### config.mk
export PLATFORM = sky130hd
export DESIGN_NAME = ahblite_slave_mux_flat
export DESIGN_NICKNAME = d
export VERILOG_FILES = /design/src/rtl/ahblite_slave_mux_pkg.sv /design/src/rtl/ahblite_slave_mux_if.sv /design/src/rtl/ahblite_slave_mux_default_slave.sv /design/src/rtl/ahblite_slave_mux.sv /design/src/flat_wrapper.sv
export SDC_FILE = /design/constraint.sdc
export NUM_CORES = 1
export LEC_CHECK = 0
export CORE_AREA = 4 4 95 97
export CTS_BUF_LIST = sky130_fd_sc_hd__clkbuf_4 sky130_fd_sc_hd__clkbuf_8
export DETAILED_ROUTE_END_ITERATION = 8
export DIE_AREA = 0 0 99 101
export GPL_ROUTABILITY_DRIVEN = 0
export PLACE_DENSITY = 0.71
export SLEW_MARGIN = 0
export SYNTH_ARGS = -nofsm -noshare
export SYNTH_HDL_FRONTEND = slang
export SYNTH_SLANG_ARGS = --single-unit
### constraint.sdc
create_clock -name HCLK -period 2.4 [get_ports HCLK]
set_input_delay 0.48 -clock HCLK [delete_from_list [all_inputs] [get_ports HCLK]]
set_output_delay 0.48 -clock HCLK [all_outputs]
set_load 0.1 [all_outputs]
### src/rtl/ahblite_slave_mux_pkg.sv
// Shared constants and helpers for the AHB-Lite return-path mux: transfer
// and response encodings, default-slave state codes and the port count.
package ahblite_slave_mux_pkg;

    localparam int NUM_PORTS = 6;
    localparam int HDATA_W   = 32;

    localparam logic [1:0] HTRANS_IDLE   = 2'b00;
    localparam logic [1:0] HTRANS_BUSY   = 2'b01;
    localparam logic [1:0] HTRANS_NONSEQ = 2'b10;
    localparam logic [1:0] HTRANS_SEQ    = 2'b11;

    localparam logic HRESP_OKAY  = 1'b0;
    localparam logic HRESP_ERROR = 1'b1;

    localparam logic [1:0] DS_IDLE = 2'b00;
    localparam logic [1:0] DS_ERR1 = 2'b01;
    localparam logic [1:0] DS_ERR2 = 2'b10;

    // Isolate the lowest set bit so overlapping selects resolve to the lowest port.
    function automatic logic [NUM_PORTS-1:0] lowest_set(input logic [NUM_PORTS-1:0] v);
        return v & (~v + NUM_PORTS'(1));
    endfunction

endpackage

### src/rtl/ahblite_slave_mux_if.sv
// Bus bundle between the decoder/slaves and the return-path mux.
// The slave modport is the mux view; the master modport drives it.
interface ahblite_slave_mux_if;
    import ahblite_slave_mux_pkg::*;

    logic [1:0]                          htrans;        // address-phase transfer type
    logic [NUM_PORTS-1:0]                hsel;          // address-phase selects, bit k = port k
    logic [NUM_PORTS-1:0][HDATA_W-1:0]   slv_hrdata;    // per-slave read data
    logic [NUM_PORTS-1:0]                slv_hreadyout; // per-slave ready
    logic [NUM_PORTS-1:0]                slv_hresp;     // per-slave response
    logic [HDATA_W-1:0]                  hrdata;        // muxed read data to master
    logic                                hready;        // system HREADY
    logic                                hresp;         // muxed response

    modport slave (
        input  htrans, hsel, slv_hrdata, slv_hreadyout, slv_hresp,
        output hrdata, hready, hresp
    );

    modport master (
        output htrans, hsel, slv_hrdata, slv_hreadyout, slv_hresp,
        input  hrdata, hready, hresp
    );

endinterface

### src/rtl/ahblite_slave_mux_default_slave.sv
// Default slave: answers any active transfer to an unmapped or disabled
// region with the two-cycle ERROR response (wait+ERROR, then ready+ERROR).
module ahblite_default_slave
    import ahblite_slave_mux_pkg::*;
(
    input  logic       HCLK,
    input  logic       HRESET,
    input  logic       HREADY,
    input  logic [1:0] HTRANS,
    input  logic       unmapped,
    output logic       HREADYOUT,
    output logic       HRESP
);

    logic [1:0] state_q;
    logic [1:0] state_d;
    logic       active;

    // Only NONSEQ and SEQ are real transfers; IDLE/BUSY get a zero-wait OKAY.
    assign active = (HTRANS == HTRANS_NONSEQ) || (HTRANS == HTRANS_SEQ);

    // Next state. ERR2 is the HREADY=1 edge, so a fresh unmapped transfer
    // may start the next error straight away (back-to-back).
    always_comb begin
        state_d = DS_IDLE;
        case (state_q)
            DS_IDLE: state_d = (HREADY && active && unmapped) ? DS_ERR1 : DS_IDLE;
            DS_ERR1: state_d = DS_ERR2;
            DS_ERR2: state_d = (active && unmapped) ? DS_ERR1 : DS_IDLE;
            default: state_d = DS_IDLE;
        endcase
    end

    // State register; reset aborts any error in flight.
    always_ff @(posedge HCLK) begin
        if (HRESET) state_q <= DS_IDLE;
        else        state_q <= state_d;
    end

    // Moore outputs, registered state only, so nothing loops back to HREADY.
    always_comb begin
        HREADYOUT = 1'b1;
        HRESP     = HRESP_OKAY;
        case (state_q)
            DS_ERR1: begin
                HREADYOUT = 1'b0;
                HRESP     = HRESP_ERROR;
            end
            DS_ERR2: begin
                HREADYOUT = 1'b1;
                HRESP     = HRESP_ERROR;
            end
            default: begin
                HREADYOUT = 1'b1;
                HRESP     = HRESP_OKAY;
            end
        endcase
    end

endmodule

### src/rtl/ahblite_slave_mux.sv
// AHB-Lite return path: registers the decoder's address-phase select into
// the data phase and muxes the owning slave's HRDATA/HREADYOUT/HRESP back to
// the master. Nothing selected means the default slave owns the data phase.
module ahblite_slave_mux
    import ahblite_slave_mux_pkg::*;
#(
    parameter bit Port0_en = 1'b1,  // RAMCODE
    parameter bit Port1_en = 1'b1,  // RAMDATA
    parameter bit Port2_en = 1'b1,  // LCD
    parameter bit Port3_en = 1'b1,  // UART
    parameter bit Port4_en = 1'b1,  // LED
    parameter bit Port5_en = 1'b1   // Buzzer
) (
    input  logic                HCLK,
    input  logic                HRESET,
    ahblite_slave_mux_if.slave  bus
);

    localparam logic [NUM_PORTS-1:0] PORT_EN =
        {Port5_en, Port4_en, Port3_en, Port2_en, Port1_en, Port0_en};

    logic [NUM_PORTS-1:0] hsel_en;
    logic [NUM_PORTS-1:0] sel_q;
    logic [NUM_PORTS-1:0] grant;
    logic                 unmapped;
    logic                 ds_hreadyout;
    logic                 ds_hresp;
    logic [HDATA_W-1:0]   hrdata_mux;
    logic                 hready_mux;
    logic                 hresp_mux;

    // Disabled ports are masked here so they look exactly like unmapped space.
    assign hsel_en  = bus.hsel & PORT_EN;
    assign unmapped = ~|hsel_en;

    // Data-phase select: advances only when the current data phase completes.
    always_ff @(posedge HCLK) begin
        if (HRESET)          sel_q <= '0;
        else if (hready_mux) sel_q <= hsel_en;
    end

    assign grant = lowest_set(sel_q);

    // Output mux, purely from the registered select; default slave when empty.
    always_comb begin
        hrdata_mux = '0;
        hready_mux = ds_hreadyout;
        hresp_mux  = ds_hresp;
        for (int k = 0; k < NUM_PORTS; k++) begin
            if (grant[k]) begin
                hrdata_mux = bus.slv_hrdata[k];
                hready_mux = bus.slv_hreadyout[k];
                hresp_mux  = bus.slv_hresp[k];
            end
        end
    end

    assign bus.hrdata = hrdata_mux;
    assign bus.hready = hready_mux;
    assign bus.hresp  = hresp_mux;

    ahblite_default_slave u_default_slave (
        .HCLK      (HCLK),
        .HRESET    (HRESET),
        .HREADY    (hready_mux),
        .HTRANS    (bus.htrans),
        .unmapped  (unmapped),
        .HREADYOUT (ds_hreadyout),
        .HRESP     (ds_hresp)
    );

endmodule

### src/flat_wrapper.sv
// flat-port wrapper written by rule: the top's interface ports become plain ports
module ahblite_slave_mux_flat import ahblite_slave_mux_pkg::*;
#(
    parameter bit Port0_en = 1'b1,            
    parameter bit Port1_en = 1'b1,            
    parameter bit Port2_en = 1'b1,        
    parameter bit Port3_en = 1'b1,         
    parameter bit Port4_en = 1'b1,        
    parameter bit Port5_en = 1'b1            
)
  (HCLK, HRESET, bus_htrans, bus_hsel, bus_slv_hrdata, bus_slv_hreadyout, bus_slv_hresp, bus_hrdata, bus_hready, bus_hresp);
  ahblite_slave_mux_if bus_i ();
  input  logic HCLK;
  input  logic HRESET;
  input wire logic [$bits(bus_i.htrans)-1:0] bus_htrans;
  input wire logic [$bits(bus_i.hsel)-1:0] bus_hsel;
  input wire logic [$bits(bus_i.slv_hrdata)-1:0] bus_slv_hrdata;
  input wire logic [$bits(bus_i.slv_hreadyout)-1:0] bus_slv_hreadyout;
  input wire logic [$bits(bus_i.slv_hresp)-1:0] bus_slv_hresp;
  output wire logic [$bits(bus_i.hrdata)-1:0] bus_hrdata;
  output wire logic [$bits(bus_i.hready)-1:0] bus_hready;
  output wire logic [$bits(bus_i.hresp)-1:0] bus_hresp;
  assign bus_i.htrans = bus_htrans;
  assign bus_i.hsel = bus_hsel;
  assign bus_i.slv_hrdata = bus_slv_hrdata;
  assign bus_i.slv_hreadyout = bus_slv_hreadyout;
  assign bus_i.slv_hresp = bus_slv_hresp;
  assign bus_hrdata = bus_i.hrdata;
  assign bus_hready = bus_i.hready;
  assign bus_hresp = bus_i.hresp;
  ahblite_slave_mux #(.Port0_en(Port0_en), .Port1_en(Port1_en), .Port2_en(Port2_en), .Port3_en(Port3_en), .Port4_en(Port4_en), .Port5_en(Port5_en)) u_core (.HCLK(HCLK), .HRESET(HRESET), .bus(bus_i));
endmodule
* After elaboration in Yosys (flattened, before gate mapping)
Cells that the tools add are included.
W data, S select, Z words.
** Cells by class
- Add/sub/neg operators :: 1
- Bitwise logic cells :: 2
- Eq/ne operators :: 4
- Reduce and logical (&&, ||, !) cells :: 8
- Muxes and demuxes :: 23
** Operators with widths (count)
- $mux W32 :: 6
- $mux W1 :: 16
- $add A6 B1 Y6 const B :: 1
- $and A6 B6 Y6 :: 1
- $eq A2 B2 Y1 const B :: 3
- $not A6 Y6 :: 1
- $pmux W2 S3 :: 1
- $reduce_or A6 Y1 :: 1
- $logic_and A1 B1 Y1 :: 3
- $eq A2 B1 Y1 const B :: 1
- $logic_not A2 Y1 :: 1
- $reduce_or A2 Y1 :: 1
- $logic_not A1 Y1 :: 1
- $logic_or A1 B1 Y1 :: 1
** Word-level totals
- Logic and storage cells :: 40
- Bits in registers :: 8
- Output and inout port bits :: 34
- Input port bits :: 214

* Longest topological paths before layout
- Depth after elaboration :: 13
- Depth in mapped cells :: 8
- Depth with buffers taken out :: 7

* Modules after synthesis
Synthesis repeated with hierarchy kept, for this count alone.
** Second synthesis, totals
- Cell total of the unflattened synthesis :: 273
- Area total of the unflattened synthesis :: 1834.3 um^2
** By module, submodules not included
- ahblite_slave_mux :: cells an instance 259, seq. area each 120.1 um^2, area each 1692.9 um^2, times used 1
- ahblite_default_slave :: cells an instance 14, seq. area each 40.0 um^2, area each 141.4 um^2, times used 1

* Worst setup path after synthesis
No wires, ideal clock.
- Kind :: reg-to-output
- Start point :: reg u_core.sel_q[1]
- End point :: out bus_hrdata[10]
- Data required time :: 1.920 ns
- Setup slack :: -0.906 ns
- Arrival :: 2.826 ns
- Buffers on the path :: 2
- Cell stages (with the launch flop) :: 6
- Cells stage by stage :: dfxtp_1 -> buf_2 -> nor4b_2 -> clkbuf_1 -> a221oi_1 -> a21oi_1
** Between the ends
- Longest elaborated chain between the ends :: 8
** RTL lines
- start: declaration :: RTL line ahblite_slave_mux.sv:23 : logic [NUM_PORTS-1:0] sel_q;
- start signal: assignment :: RTL line ahblite_slave_mux.sv:39 : else if (hready_mux) sel_q <= hsel_en;
- $not A6 Y6 :: RTL line ahblite_slave_mux_pkg.sv:22 : return v & (~v + NUM_PORTS'(1));
- $add A6 B1 Y6 :: RTL line ahblite_slave_mux_pkg.sv:22
- $and A6 B6 Y6 (*) :: RTL line ahblite_slave_mux_pkg.sv:22
- $mux W32 (4 in series) :: RTL line ahblite_slave_mux.sv:50 : if (grant[k]) begin
- $mux W32 (*) :: RTL line ahblite_slave_mux.sv:50
- end: declaration :: RTL line flat_wrapper.sv:20 : output wire logic [$bits(bus_i.hrdata)-1:0] bus_hrdata;
Every way passes the cells marked *; elsewhere a longest branch is shown, timed or not.

* Final worst setup path
- Start point :: reg u_core.sel_q[2]
- End point :: out bus_hrdata[27]
** Between the ends
- Longest elaborated chain between the ends :: 7
** RTL lines (RTL line)
- $not A6 Y6 :: ahblite_slave_mux_pkg.sv:22
- $add A6 B1 Y6 :: ahblite_slave_mux_pkg.sv:22
- $and A6 B6 Y6 (*) :: ahblite_slave_mux_pkg.sv:22
- $mux W32 (3 in series) :: ahblite_slave_mux.sv:50
- $mux W32 (*) :: ahblite_slave_mux.sv:50
Marks and branches as above.

==> flow_metrics.env <==
export IMPL_io_buffers=246
export IMPL_timing_rr_start="u_core.u_default_slave.state_q[0]$_SDFF_PP0_"
export IMPL_grt_pass1_vias=3397
export IMPL_core_um2=8130
export IMPL_hold_path_end="u_core.sel_q[5]$_SDFFE_PP0N_"
export IMPL_syn_area_per_cell_um2=6.39
export IMPL_start_kind="register"
export IMPL_fp_row_count=33
export IMPL_synth_yosys_seq_area_share_pct=8.94
export IMPL_die_y_um=101
export IMPL_synth_common_cells="36 x nand2_1, 33 x a21oi_1, 33 x a22oi_1, 33 x nor2_1, 26 x o21ai_0"
export IMPL_vias_per_cell=5.15
export IMPL_hold_viol=0
export IMPL_post_place_ws_ns=-0.187
export IMPL_insertion_delay_ns=0.23
export IMPL_worstHoldPathCells=2
export IMPL_fmax_ghz=0.407
export IMPL_die_x_um=99
export IMPL_cts_root_buf="clkbuf_8"
export IMPL_cp_arrival_ns=1.98
export IMPL_instances_no_fill=637
export IMPL_via_count=3283
export IMPL_async_reset_ff_share_pct=0
export IMPL_final_max_slew_viol_count=0
export IMPL_syn2layout_area_growth_pct=200
export IMPL_min_from="u_core.sel_q[5]$_SDFFE_PP0N_"
export IMPL_synth_top_cell_by_area="a22oi_1"
export IMPL_setup_viol=2
export IMPL_worstMarginPinSlew_ns=0.550
export IMPL_worst_path_max_fanout=16
export IMPL_finalCriticalPeriod_ns=2.46
export IMPL_cp_required_ns=1.92
export IMPL_fin_crit_sh_pct=102
export IMPL_hold_path_class="register to register"
export IMPL_p_leak_nw=2.02
export IMPL_antenna_cells=0
export IMPL_dp_hpwl_um=9610
export IMPL_slew_headroom_pct=63.3
export IMPL_drtIter0Drc=140
export IMPL_cp_end_kind="output pin"
export IMPL_grt_pass1_wl_um=16900
export IMPL_grt_ovfl_total=0
export IMPL_r2r_cells=8
export IMPL_start_util_pct=22.0
export IMPL_synth_edf_count=0
export IMPL_place_inst=626
export IMPL_tritoncts="built"
export IMPL_critical_path_class="register to output pin"
export IMPL_postLayoutCoreUtil_pct=66.1
export IMPL_wl_per_cell_um=18.7
export IMPL_outcome="finished, violations left"
export IMPL_htreeDepth=1
export IMPL_finalWirelength_um=11900
export IMPL_pin_count=248
export IMPL_fin_area_um2=5380
export IMPL_grt_max_degree=39
export IMPL_antenna_left=0
export IMPL_yosys_warnings=0
export IMPL_dr_pass1_iters=5
export IMPL_clock_path_buffers=2
export IMPL_worst_r2r_setup_slack_ns=0.54
export IMPL_p_per_area_nw_per_um2=1430
export IMPL_max_cap_violations=0
export IMPL_drive_gt1_share_pct=26.1
export IMPL_die_area_um2=10000
export IMPL_tns_ns=-0.0841
export IMPL_syn_cell_area_um2=1790
export IMPL_hold_ws_ns=0.502
export IMPL_syn_num_nets=498
export IMPL_yosysMostFrequentCell="nand2_1"
export IMPL_grt_util_all_layers_pct=21.1
export IMPL_drc=0
export IMPL_placed_cell_area_um2=5060
export IMPL_violations="negative setup slack"
export IMPL_ys_seq_elements=8
export IMPL_cts_sink_count=8
export IMPL_synth_top_area_share_pct=13.8
export IMPL_synth_ff_type="dfxtp_1"
export IMPL_r2r_end="u_core.sel_q[3]$_SDFFE_PP0N_"
export IMPL_power_mw=7.68
export IMPL_yosys_top_cells_area="a22oi_1 14%, a221oi_1 10%, a21oi_1 9.2%"
export IMPL_netlist_instances=280
export IMPL_fin_ws_ns=-0.0553
export IMPL_finClkSkew_ns=0.00254
export IMPL_ir_drop_mv=0.917
export IMPL_cts_buffers=3
export IMPL_grt_setup_unrepaired="yes"
export IMPL_path_clk_slew_ns=0.04
export IMPL_synth_distinct_cells=34
export IMPL_finalNetCount=752
export IMPL_hold_buffers=0
export IMPL_grt_antenna_before_repair=0
==> area by class of cell <==
| cell class | count | area (um^2) |
|---|---|---|
| clock buffer | 3 | 41.3 |
| fill | 650 | 2760 |
| inverter | 4 | 15.0 |
| multi-input combinational | 236 | 1790 |
| sequential | 8 | 171 |
| tap | 105 | 131 |
| timing repair buffer | 281 | 3220 |
==> worst max-delay path, stage by stage (launching register included) <==
cell	delay, ns
dfxtp_4	0.40
buf_4	0.13
nor4b_4	0.04
buf_6	0.13
clkbuf_16	0.18
a222oi_1	0.54
nand2_2	0.12
buf_12	0.20
==> kinds of logic after synthesis <==
kind of cell               Yosys count  share of synthesized area [%]
AOI/OAI and AO/OA                  130                           49.5
DFF                                  8                           8.94
and+or+nand+nor                     93                           24.5
muxes                                9                           5.10
buffers and inverters               36                           9.15
adders and majority gates            4                           2.80
==> sequential cells by signal, summed over array words and instances, names as in the netlist <==
register and count:
u_core.sel_q 6, u_core.u_default_slave.state_q 2
==> cells in the final DEF (no fill, tap or decap), drive strengths merged, types with 2 or more instances in the layout <==
| cell type | n |
|---|---|
| a21oi | 33 |
| a221oi | 21 |
| a222oi | 10 |
| a22oi | 33 |
| buf | 66 |
| clkbuf | 6 |
| clkdlybuf4s50 | 211 |
| dfxtp | 8 |
| ha | 4 |
| inv | 4 |
| mux2i | 8 |
| nand2 | 36 |
| nand2b | 11 |
| nor2 | 33 |
| nor2b | 3 |
| nor3 | 2 |
| nor4 | 2 |
| o21a | 2 |
| o21ai | 26 |
==> power breakdown <==
| part | switching, mW | leakage (nW) | internal, mW |
|---|---|---|---|
| Clock | 0.0542 | 0.0216 | 0.109 |
| Sequential | 0.0499 | 0.0685 | 0.174 |
| Combinational | 4.43 | 1.93 | 2.87 |
==> worst max-delay path by stage <==
stage / from / end / slack (ns) / cells past startpoint
6_report: u_core.sel_q[2]$_SDFFE_PP0N_ / bus_hrdata[27] / -0.06 / 7
4_1_cts: u_core.sel_q[0]$_SDFFE_PP0N_ / bus_hresp / -0.05 / 7
3_3_place_gp: bus_slv_hresp[2] / bus_hresp / -0.23 / 8
2_1_floorplan: u_core.sel_q[0]$_SDFFE_PP0N_ / bus_hrdata[17] / -0.30 / 5
3_5_place_dp: bus_slv_hresp[2] / bus_hresp / -0.19 / 8
5_1_grt: u_core.u_default_slave.state_q[1]$_SDFF_PP0_ / bus_hresp / -0.14 / 9
==> layer usage <==
metal / track usage (%) / wire, um
met1: 21.9 / 4310
met2: 42.5 / 6320
met3: 4.84 / 1020
met4: 4.62 / 225
met5: 0 / 0
==> what timing repair did <==
action,4_1_cts,5_1_grt
pin swaps,3,16
resized for setup,16,30
setup endpoints to repair,28,25
setup buffers,1,7
gates cloned,0,3
endpoints found under the hold margin,0,0
(Power assumes the default switching activity.)
